$ cat src/rtl/cv32e40p_tmr_fault_mgr.sv
// ============================================================================
// cv32e40p_tmr_fault_mgr
//
// Fault manager for the triplicated ALU. Collects the per-replica mismatch
// flags reported by the voters and keeps one saturating error counter per
// replica slot. When a slot's counter reaches THRESHOLD it is declared
// faulted, and the spare replica is steered into that slot through a one-hot
// spare select. The manager escalates to a sticky FATAL state once masking
// can no longer be guaranteed, for example a second trip, a failed spare, or
// two slots flagged in the same sample. Every output is registered.
//
// Optional feature (compile-time macro CV32E40P_TMR_LEAKY_EN):
//   When defined, a clean-sample timer leaks the counters. Every DECAY_PERIOD
//   samples without any hit, each nonzero counter decrements by one. When the
//   macro is undefined the counters only ever increment.
//
// Ports:
//   clk          in   core clock, all state changes on the rising edge
//   rst          in   synchronous active-high reset
//   sample_i     in   voter flags are valid this cycle
//   err_a_i      in   [NVOTER] mismatch flags for replica slot 0
//   err_b_i      in   [NVOTER] mismatch flags for replica slot 1
//   err_c_i      in   [NVOTER] mismatch flags for replica slot 2
//   clr_i        in   software clear, with the same effect as reset
//   spare_sel_o  out  [3] one-hot slot occupied by the spare (0 = none)
//   faulted_o    out  [3] sticky per-slot faulted flags
//   fatal_o      out  sticky, masking is no longer guaranteed
//   uncorr_o     out  one-cycle pulse after a sample with two or more hits
//   state_o      out  [2] 0 NORMAL, 1 SPARED, 2 FATAL
// ============================================================================
module cv32e40p_tmr_fault_mgr #(
    parameter int unsigned NVOTER       = 3,
    parameter int unsigned CNT_W        = 8,
    parameter int unsigned THRESHOLD    = 4,
    parameter int unsigned DECAY_PERIOD = 16
) (
    input  logic              clk,
    input  logic              rst,
    input  logic              sample_i,
    input  logic [NVOTER-1:0] err_a_i,
    input  logic [NVOTER-1:0] err_b_i,
    input  logic [NVOTER-1:0] err_c_i,
    input  logic              clr_i,
    output logic [2:0]        spare_sel_o,
    output logic [2:0]        faulted_o,
    output logic              fatal_o,
    output logic              uncorr_o,
    output logic [1:0]        state_o
);

    typedef enum logic [1:0] {
        NORMAL = 2'd0,
        SPARED = 2'd1,
        FATAL  = 2'd2
    } state_t;

    localparam logic [CNT_W-1:0] CNT_MAX = '1;
    localparam logic [CNT_W-1:0] TH_VAL  = CNT_W'(THRESHOLD);

    state_t                  state;
    logic [2:0][CNT_W-1:0]   cnt;
    logic [2:0][CNT_W-1:0]   cnt_inc;
    logic [2:0][CNT_W-1:0]   cnt_next;
    logic [2:0][CNT_W-1:0]   cnt_load;
    logic [2:0]              hit;
    logic [2:0]              trip;
    logic                    multi_hit;
    logic                    single_trip;
    logic                    take_spare;

    // A slot is hit when any voter blames it during a valid sample.
    always_comb begin
        hit[0] = sample_i & (|err_a_i);
        hit[1] = sample_i & (|err_b_i);
        hit[2] = sample_i & (|err_c_i);
        multi_hit = (hit[0] & hit[1]) | (hit[0] & hit[2]) | (hit[1] & hit[2]);
    end

`ifdef CV32E40P_TMR_LEAKY_EN
    // The timer runs 0..DECAY_PERIOD-1. The clean sample that would reach
    // DECAY_PERIOD wraps the timer to 0 and triggers one decay step instead.
    localparam int unsigned TMR_W = (DECAY_PERIOD > 1) ? $clog2(DECAY_PERIOD) : 1;

    logic [TMR_W-1:0] timer;
    logic [TMR_W-1:0] timer_next;
    logic             decay;

    always_comb begin
        decay      = 1'b0;
        timer_next = timer;
        if (hit != '0) begin
            timer_next = '0;
        end else if (sample_i) begin
            if (timer == TMR_W'(DECAY_PERIOD - 1)) begin
                decay      = 1'b1;
                timer_next = '0;
            end else begin
                timer_next = timer + 1'b1;
            end
        end
    end

    always_ff @(posedge clk) begin
        if (rst || clr_i) begin
            timer <= '0;
        end else begin
            timer <= timer_next;
        end
    end
`endif

    // Counter next values and trip detection. Decay only happens on a sample
    // with no hits at all, so it never coincides with an increment.
    always_comb begin
        for (int unsigned k = 0; k < 3; k++) begin
            cnt_inc[k]  = (cnt[k] == CNT_MAX) ? cnt[k] : cnt[k] + 1'b1;
            trip[k]     = hit[k] && (cnt_inc[k] == TH_VAL);
            cnt_next[k] = hit[k] ? cnt_inc[k] : cnt[k];
`ifdef CV32E40P_TMR_LEAKY_EN
            if (decay && (cnt[k] != '0)) begin
                cnt_next[k] = cnt[k] - 1'b1;
            end
`endif
        end
    end

    // The spare is only taken for a lone trip in NORMAL without a
    // simultaneous multi-slot hit. The slot's counter restarts at 0 so that
    // it tracks the spare from then on.
    always_comb begin
        single_trip = (trip != '0) && ((trip & (trip - 3'd1)) == '0);
        take_spare  = (state == NORMAL) && !multi_hit && single_trip;
        for (int unsigned k = 0; k < 3; k++) begin
            cnt_load[k] = (take_spare && trip[k]) ? '0 : cnt_next[k];
        end
    end

    always_ff @(posedge clk) begin
        if (rst || clr_i) begin
            state       <= NORMAL;
            cnt         <= '0;
            spare_sel_o <= '0;
            faulted_o   <= '0;
            fatal_o     <= 1'b0;
            uncorr_o    <= 1'b0;
        end else begin
            cnt       <= cnt_load;
            faulted_o <= faulted_o | trip;
            uncorr_o  <= multi_hit;
            unique case (state)
                NORMAL: begin
                    if (take_spare) begin
                        state       <= SPARED;
                        spare_sel_o <= trip;
                    end else if (multi_hit || (trip != '0)) begin
                        state   <= FATAL;
                        fatal_o <= 1'b1;
                    end
                end
                SPARED: begin
                    // Any further trip, including the spare itself, is unmaskable.
                    if (multi_hit || (trip != '0)) begin
                        state   <= FATAL;
                        fatal_o <= 1'b1;
                    end
                end
                FATAL: begin
                    state <= FATAL;
                end
                default: begin
                    state   <= FATAL;
                    fatal_o <= 1'b1;
                end
            endcase
        end
    end

    always_comb state_o = state;

endmodule
$ cat config.mk
export PLATFORM = sky130hd
export DESIGN_NAME = cv32e40p_tmr_fault_mgr
export DESIGN_NICKNAME = d
export VERILOG_FILES = /design/src/rtl/cv32e40p_tmr_fault_mgr.sv
export SDC_FILE = /design/constraint.sdc
export NUM_CORES = 1
export LEC_CHECK = 0
export ABC_AREA = 1
export BUFFER_PORTS_ARGS = -buffer_cell sky130_fd_sc_hd__clkbuf_2
export CAP_MARGIN = 40
export CORE_MARGIN = 8
export CORE_UTILIZATION = 50
export CTS_CLUSTER_SIZE = 30
export DETAILED_ROUTE_END_ITERATION = 10
export HOLD_SLACK_MARGIN = 0.08
export PLACE_DENSITY = 0.74
export REMOVE_ABC_BUFFERS = 1
export SKIP_LAST_GASP = 1
export SYNTH_ARGS = -nofsm -noshare
export SYNTH_HDL_FRONTEND = slang
export SYNTH_SLANG_ARGS = --single-unit
$ cat constraint.sdc
create_clock -name clk -period 3.4 [get_ports clk]
set_input_delay 0.17 -clock clk [delete_from_list [all_inputs] [get_ports clk]]
set_output_delay 0.17 -clock clk [all_outputs]
set_load 0.02 [all_outputs]
* Word level (Yosys, flattened, before mapping) *
Index checks and enable logic that the tools add are counted.

operators by class
  reductions and logical operators = 23
  multiplexer cells = 9
  bitwise operators = 11
  eq/ne operators = 9
  $add $sub $neg = 4

operators with widths
  kind                                                                 count
  8-bit by 1-bit adder with 8-bit output (second input constant)       3
  8-bit by 3-bit == test with 1-bit output (second input constant)     3
  8-bit == test (second input constant)                                3
  8-bit two-way mux                                                    3
  1-bit logical AND                                                    9
  3-bit OR reduction                                                   3
  1-bit bitwise AND                                                    6
  2-bit OR reduction                                                   3
  2-bit two-way mux                                                    2
  2-bit one-hot mux with 2 select lines                                1
  2-bit AND reduction                                                  2
  3-bit bitwise AND                                                    1
  3-bit logical NOT                                                    1
  3-bit bitwise OR                                                     1
  1-bit one-hot mux with 3 select lines                                1
  3-bit nonzero test                                                   1
  3-bit by 1-bit subtractor with 3-bit output (second input constant)  1
  2-bit by 1-bit == test with 1-bit output (second input constant)     1
  2-bit == test (second input constant)                                1
  2-bit logical NOT                                                    1
  1-bit logical OR                                                     2
  1-bit two-way mux                                                    2
  2-bit != test (second input constant)                                1
  1-bit bitwise OR                                                     2
  2 further kinds                                                      2

storage, ports and cells
  register bits after elaboration = 34
  logic and storage cells = 64
  output and inout bits = 10

* Logic depth before layout (Yosys ltp) *
Gate-level depths: netlist of the first run.

  depth in word-level cells = 11
  gate-level depth with buffers = 14
  mapped depth without buffers = 14

* Worst setup path before layout of the first run *
Ideal clock, no wire load.

  path kind = reg2reg
  start point = register cnt[16] in the netlist's numbering
  end point = register cnt[17] in the netlist's numbering
  cell stages (with the launch flop) = 11
  arrival time = 1645 ps
  required time = 3281 ps
  path slack = 1637 ps
  cell sequence = dfxtp_1 > ha_1 > nand2_1 > nor2_4 > nand2_4 > o21ai_2 > nand3_1 > nor3_2 > nand4_2 > nand2_4 > nor2_2

between the ends
  word-level cells in the longest chain between the ends = 11
  elaborated cells between the ends (all ways) = 13

ends and longest elaborated chain
  item                                                                            line  RTL
  start: declaration                                                              61    logic [2:0][CNT_W-1:0] cnt;
  start signal: assignment                                                        147   cnt <= cnt_load;
  8-bit by 1-bit adder with 8-bit output / 8-bit == test (equally long branches)  116   cnt_inc[k] = (cnt[k] == CNT_MAX) ? cnt[k] : cnt[k] + 1'b1;
  8-bit two-way mux (*)                                                           116
  8-bit by 3-bit == test with 1-bit output                                        117   trip[k] = hit[k] && (cnt_inc[k] == TH_VAL);
  1-bit logical AND                                                               117
  3-bit by 1-bit subtractor with 3-bit output                                     131   single_trip = (trip != '0) && ((trip & (trip - 3'd1)) == '0);
  3-bit bitwise AND                                                               131
  3-bit logical NOT                                                               131
  1-bit logical AND                                                               131
  1-bit logical AND                                                               132   take_spare = (state == NORMAL) && !multi_hit && single_trip;
  1-bit logical AND                                                               134   cnt_load[k] = (take_spare && trip[k]) ? '0 : cnt_next[k];
  2-bit OR reduction (no source line)                                             --

Every way passes the cells marked *; elsewhere a longest branch is shown, timed or not.
A chain may end at the register's enable or synchronous reset.

* Worst setup path in the final report of the first run *
  start point = register cnt[0] in the netlist's numbering
  end point = register state[0], in the netlist state_o[0]

between the ends
  word-level cells in the longest chain between the ends = 11
  elaborated cells between the ends (all ways) = 15

ends and longest elaborated chain
  item                                                                            line  RTL
  8-bit by 1-bit adder with 8-bit output / 8-bit == test (equally long branches)  116
  8-bit two-way mux (*)                                                           116
  8-bit by 3-bit == test with 1-bit output (*)                                    117
  1-bit logical AND (*)                                                           117
  3-bit by 1-bit subtractor with 3-bit output                                     131
  3-bit bitwise AND                                                               131
  3-bit logical NOT                                                               131
  1-bit logical AND                                                               131
  1-bit logical AND                                                               132
  2-bit two-way mux                                                               152   if (take_spare) begin
  2-bit one-hot mux with 2 select lines (*)                                       150   unique case (state)
  end signal: assignment                                                          140   state <= NORMAL;
  end signal: assignment                                                          153   state <= SPARED;
  end signal: assignment                                                          156   state <= FATAL;
  end: declaration                                                                60    state_t state;

Marks and branches as above.

==> results.toml, run 1 <==
[layout]
drive_gt1_frac = 0.232
layout_commonest_cell = "nand2_1"
nNetsFinal = 360
fin_area_sq_um = 2400
final_cell_mix = "nand2_1, nor2_1, inv_1, dfxtp_1, o21ai_0"
syn2layout_area_growth_pct = 13.0
diodes = 0

[cts]
cts.htree.levels = 2
cts_tree = "built"
insertion_delay_ns = 0.29
cts-buffers-inserted = 5
cts_setup_buffers = 0
clockBufferDepth = 2
hold_buffers = 0
path_clk_slew_ns = 0.08
clock-root-buffer = "clkbuf_8"
cts.sinks = 34
ctsResizeCount = 0

[synthesis]
synth_top_area_cell = "dfxtp_1"
synth.cell_area_sq_um = 2120
synth-seq-cells = 34
synth-simple-area-share = 0.461
synth_compound_area_frac = 0.104
synth_cell_types = 31
synth-warning-count = 0
synth_cells = 318
synth_top_area_frac = 0.320
synthAdderAreaFrac = 0.0177
syn_avg_cell_area_sq_um = 6.68
synth_xor_xnor_area_share = 0.0212
ys_top_cells_by_area = "dfxtp_1, nand2_1, nor2_1"
synthMuxAreaShare = 0
yosysSeqAreaShare = 0.320
synth_top_family_by_area = "simple AND/OR/NAND/NOR gates"

[timing]
hold_violations = 0
period_needed_ns = 2.04
grt_setup_unrepaired = "false"
fin_setup_tns_ns = 0
fin_ws_ns = 1.36
setup_viol = 0
finalMaxSlewViolations = 0
fin_crit_sh = 0.599
max_clock_freq_mhz = 491
finalClockSkew_ns = 0.00722
timing.slew.headroom = 0.682
worst_pin_slew_ns = 0.476

[floorplanning]
start_util = 0.524
core_sq_um = 4060
die_x_microns = 81.2
io_pins = 23
die_area_sq_um = 6590
die_h_microns = 81.2
rows = 23

[drt]
dr.pass1.iters = 4
via_count = 2033
wl_per_cell_microns = 11.5
drt_iter0_markers = 135
totalWireLength_mm = 4.54
ant_nets = 0
route.detailed.drc = 0
vias_per_cell = 5.15

[placed_design]
pre_cts_ws_ns = 1.36
gp_routability_congestion = 0.802
numPortBuffers = 22
placed_area_sq_um = 2290
hpwl_mm = 3.43

[min_path]
hold_start = "rst"
holdPathStages = 4
hp-class = "in2reg"
holdPathEnd = "state_o[1]$_SDFF_PP0_"

[global_route]
grtUsageTotal = 0.150
antenna_found_initial = 0
grt.overflow.total = 0
grt_pass1_wl_mm = 7.91
grt_max_degree = 18
grt_pass1_vias = 1898

[pwr]
p_leak_nw = 1.02
ir_worst_vdd_mv = 0.224
powerDensity_nw_per_um2 = 382

[worst_setup_path]
crit_type = "reg2reg"
required_ns = 3.58
reg2reg_slack_ns = 1.36
cp_max_fo = 10
rr_endpoint = "state_o[0]$_SDFF_PP0_"
rr_worst_depth = 14
arrival_ns = 2.22
startpoint_type = "register"
critical_path.endpoint_type = "register"
r2r_start = "cnt[0]$_SDFFE_PP0P_"

[flow_run]
cap_violations = 0

[status]
status = "complete, no violations"
cell families after synthesis:
group           Yosys count
compound gates           40
xor+xnor                  3
fa+ha+maj                 3
buf+inv                  43
flops                    34
simple gates            195
area by class of cell:
type	instances	area, sq um
Clock inverter	3	45.0
Multi-Input combinational cell	241	1280
Inverter	40	150
Sequential cell	34	681
Tap cell	50	62.6
Timing Repair Buffer	22	110
Clock buffer	5	68.8
Fill cell	391	1660
Yosys cell counts:
master    instances
dfxtp_1          34
nand2_4           4
nor3_2            1
inv_2             5
nand2_1          78
a21oi_2           1
a21oi_1           6
xor2_4            1
inv_1            34
nor3_4            1
nor2_4            2
o21ai_2           1
clkinv_1          1
nor2_1           37
o21ai_0          26
nand3_2           3
nand3_1          21
ha_1              3
nor2_2           22
xor2_1            2
nand4_1          12
o22ai_1           1
nand2_2           5
or2_2             2
nand4_2           1
nor3b_2           1
nand3b_1          4
clkbuf_1          3
o21a_1            2
and2_1            1
a211oi_1          3
routing by layer:
layer	share of wire	track usage	up-vias
met5	0	0	-
met4	0.018	0.0732	0
met3	0.049	0.0464	7
met2	0.45	0.236	41
met1	0.48	0.183	909
li1	-	-	1076
where the power goes:
part	total (mW)	internal (mW)	switching (mW)
Sequential	0.427	0.412	0.0150
Combinational	0.112	0.0408	0.0712
Clock	0.379	0.218	0.161
state kept, by name (all words and copies together) (netlist names):
name         flops
spare_sel_o      3
cnt             24
uncorr_o         1
faulted_o        3
state_o          2
fatal_o          1
stage by stage:
step                      hold WS (ns)  total power, mW   util  std cells
final                            0.212            0.917  0.591        395
after global routing             0.215            0.959  0.591        395
after CTS                        0.206            0.928  0.591        395
after detailed placement         0.441            0.548  0.563        387
after global placement           0.441            0.545  0.563        387
after floorplan                  0.373            0.518      -        315
worst max-delay path by stage:
| stage | endpoint | startpoint |
|---|---|---|
| after global routing | spare_sel_o[1]$_SDFFE_PP0P_ | cnt[1]$_SDFFE_PP0P_ |
| after detailed placement | cnt[6]$_SDFFE_PP0P_ | err_a_i[2] |
| after CTS | state_o[0]$_SDFF_PP0_ | cnt[0]$_SDFFE_PP0P_ |
| after global placement | cnt[19]$_SDFFE_PP0P_ | cnt[16]$_SDFFE_PP0P_ |
| after floorplan | cnt[17]$_SDFFE_PP0P_ | cnt[16]$_SDFFE_PP0P_ |
| final | state_o[0]$_SDFF_PP0_ | cnt[0]$_SDFFE_PP0P_ |
worst max-delay path: stages, from the launching register on:
cell	delay, ns
dfxtp_1	0.42
ha_1	0.24
nand3_2	0.14
inv_2	0.09
nand2_2	0.13
nand2_1	0.09
nand2_1	0.07
nand3_1	0.07
nor2_1	0.07
nand2_1	0.16
nand3_2	0.12
nand2_2	0.13
inv_2	0.05
nor2_1	0.10
nor2_1	0.05
Power figures use the tool's default switching activity.
==> run 2, diff against run 1 <==
--- a/config.mk
+++ b/config.mk
@@ -13,7 +13,7 @@
 export CTS_CLUSTER_SIZE = 30
 export DETAILED_ROUTE_END_ITERATION = 10
 export HOLD_SLACK_MARGIN = 0.08
-export PLACE_DENSITY = 0.74
+export PLACE_DENSITY = 0.76
 export REMOVE_ABC_BUFFERS = 1
 export SKIP_LAST_GASP = 1
 export SYNTH_ARGS = -nofsm -noshare
==> constraint.sdc (replaced) <==
create_clock -name clk -period 1.65 [get_ports clk]
set_input_delay 0.0825 -clock clk [delete_from_list [all_inputs] [get_ports clk]]
set_output_delay 0.0825 -clock clk [all_outputs]
set_load 0.02 [all_outputs]
==> run 2 against run 1 <==
Net effect:
- the run now ends with setup timing left
- die area unchanged
- cell count is 17% higher
- critical path depth shrank 4
- register-to-register slack worse by 1.8 ns
- sequential power rose by 100%
- clock skew decreased by 0.0022 ns
- clock-buffer cell count increased by 1
- largest power group unchanged
- highest routed layer unchanged
==> results.toml, run 2 (synthesis results as in run 1) <==
[pwr]
p_leak_nw = 1.46
power.total_mw = 1.99
ir_worst_vdd_mv = 0.671
powerDensity_nw_per_um2 = 606

[placed_design]
pre_cts_ws_ns = -0.327
numPortBuffers = 22
hpwl_mm = 4.04
dpl.cell_count = 442
gp_routability_congestion = 0.911

[drt]
drt_iter0_markers = 378
via_count = 2883
totalWireLength_mm = 9.04
dr.pass1.iters = 6
ant_nets = 0
wl_per_cell_microns = 19.6
route.detailed.drc = 0
vias_per_cell = 6.24

[global_route]
grt.overflow.total = 0
grt_max_degree = 12
grtUsageTotal = 0.189
use_met3 = 0.0364
grt_pass1_wl_mm = 9.98
grt_use_met2 = 0.340
antenna_found_initial = 0
grt_pass1_vias = 2292
busiest_layer = "met2"
grtUsageMet1 = 0.213

[layout]
largest_reg_flops = 24
regMostFlops = "cnt"
fillers = 202
fin_cells = 462
drive_gt1_frac = 0.495
final_cell_mix = "nand2_1, buf_4, inv_1"
layout_commonest_cell = "nand2_1"
syn2layout_area_growth_pct = 54.8
top_regs = "cnt (24), faulted_o (3), spare_sel_o (3)"
nNetsFinal = 427
final_core_util = 0.810
diodes = 0

[floorplanning]
start_util = 0.524
io_pins = 23
die_h_microns = 81.2
rows = 23
die_x_microns = 81.2
core_sq_um = 4060
die_area_sq_um = 6590

[cts]
clock-root-buffer = "clkbuf_8"
insertion_delay_ns = 0.30
cts.htree.levels = 2
clockBufferDepth = 2
hold_buffers = 0
path_clk_slew_ns = 0.07
cts-buffers-inserted = 5
cts_tree = "built"
cts.sinks = 34

[min_path]
holdPathStages = 4
holdPathEnd = "cnt[2]$_SDFFE_PP0P_"
hold_start = "rst"
hp-class = "in2reg"

[status]
status = "complete, but fails checks"
violations = "setup timing"

[timing]
grt_setup_unrepaired = "true"
finalClockSkew_ns = 0.00502
timing.slew.headroom = 0.683
fin_setup_tns_ns = -9.88
worst_pin_slew_ns = 0.470
period_needed_ns = 2.10
max_clock_freq_mhz = 475
hold_violations = 0
fin_ws_ns = -0.455
fin_crit_sh = 1.28
finalMaxSlewViolations = 0
setup_viol = 33

[worst_setup_path]
startpoint_type = "register"
crit_path_frequent_cell = "nand2_1"
rr_worst_depth = 10
cpMaxStageDelayCell = "dfxtp_1"
crit_family = "simple AND/OR/NAND/NOR gates"
crit_chain = "nand2_1 > nor2_4 > nand2_1 > nand2_1 > nand4_1 > nor2_2 > nor3b_4 > nand3_4 > nand2_8 > nor2_2"
rr_endpoint = "cnt[12]$_SDFFE_PP0P_"
max_stage_delay_ns = 0.44
crit_type = "reg2reg"
crit_start = "cnt[10]$_SDFFE_PP0P_"
reg2reg_slack_ns = -0.45
critPathBufInv = 0
critical_path.endpoint_type = "register"
r2r_start = "cnt[10]$_SDFFE_PP0P_"
arrival_ns = 2.30
cp_max_fo = 8
required_ns = 1.84

[flow_run]
cap_violations = 0
run 2: cell types whose count changed in the layout (fill, tap and decap cells not counted), sizes merged:
cell      before  now
buf            0   67
bufinv         1    0
clkbuf        27   28
clkinv         1    2
clkinvlp       2    1
run 2: area by class of cell:
class,instances,area [sq um],share of cell area
clock buffer,6,82.6,0.0251
clock inverter,2,12.5,0.00381
inverter,40,155,0.0472
sequential,34,704,0.214
multi-input combinational,241,1640,0.500
timing repair buffer,89,628,0.191
tap,50,62.6,0.0190
run 2: repair_timing:
action / in CTS / in global routing
setup endpoints to repair: 32 / 33
setup buffers: 4 / 11
hold endpoints to repair: 0 / 0
resized for setup: 36 / 69
pin swaps: 28 / 40
run 2: power by group:
group / switching, mW / internal, mW / leakage [nW]
Sequential: 0.0303 / 0.845 / 0.282
Clock: 0.335 / 0.335 / 0.0472
Combinational: 0.264 / 0.182 / 1.13
Total: 0.630 / 1.36 / 1.46
run 2: worst max path at each step:
| stage | to | slack [ns] | cells past startpoint |
|---|---|---|---|
| final | cnt[12]$_SDFFE_PP0P_ | -0.45 | 10 |
| after global routing | cnt[12]$_SDFFE_PP0P_ | -0.49 | 10 |
| after CTS | cnt[9]$_SDFFE_PP0P_ | -0.25 | 12 |
| after detailed placement | cnt[19]$_SDFFE_PP0P_ | -0.33 | 10 |
| after global placement | cnt[9]$_SDFFE_PP0P_ | -0.27 | 12 |
| after floorplan | cnt[21]$_SDFFE_PP0P_ | -0.11 | 10 |
run 2: stage by stage:
stage	instance area (sq um)	hold slack, ns
6_report	3290	0.124
5_1_grt	3290	0.127
4_1_cts	2950	0.115
3_5_place_dp	2710	0.452
3_3_place_gp	2710	0.442
2_1_floorplan	2110	0.286
run 2: layer usage:
metal  up-vias  share of wire
met4         0          0.093
met2       262           0.45
li1       1218              -
met1      1299           0.36
met3       104          0.098
met5         -              0
run 2: tightest hold or removal path, cell delays in order:
cell and delay (ns):
clkbuf_2 0.08, nor2_2 0.06, nand2_8 0.12, nor2_2 0.04
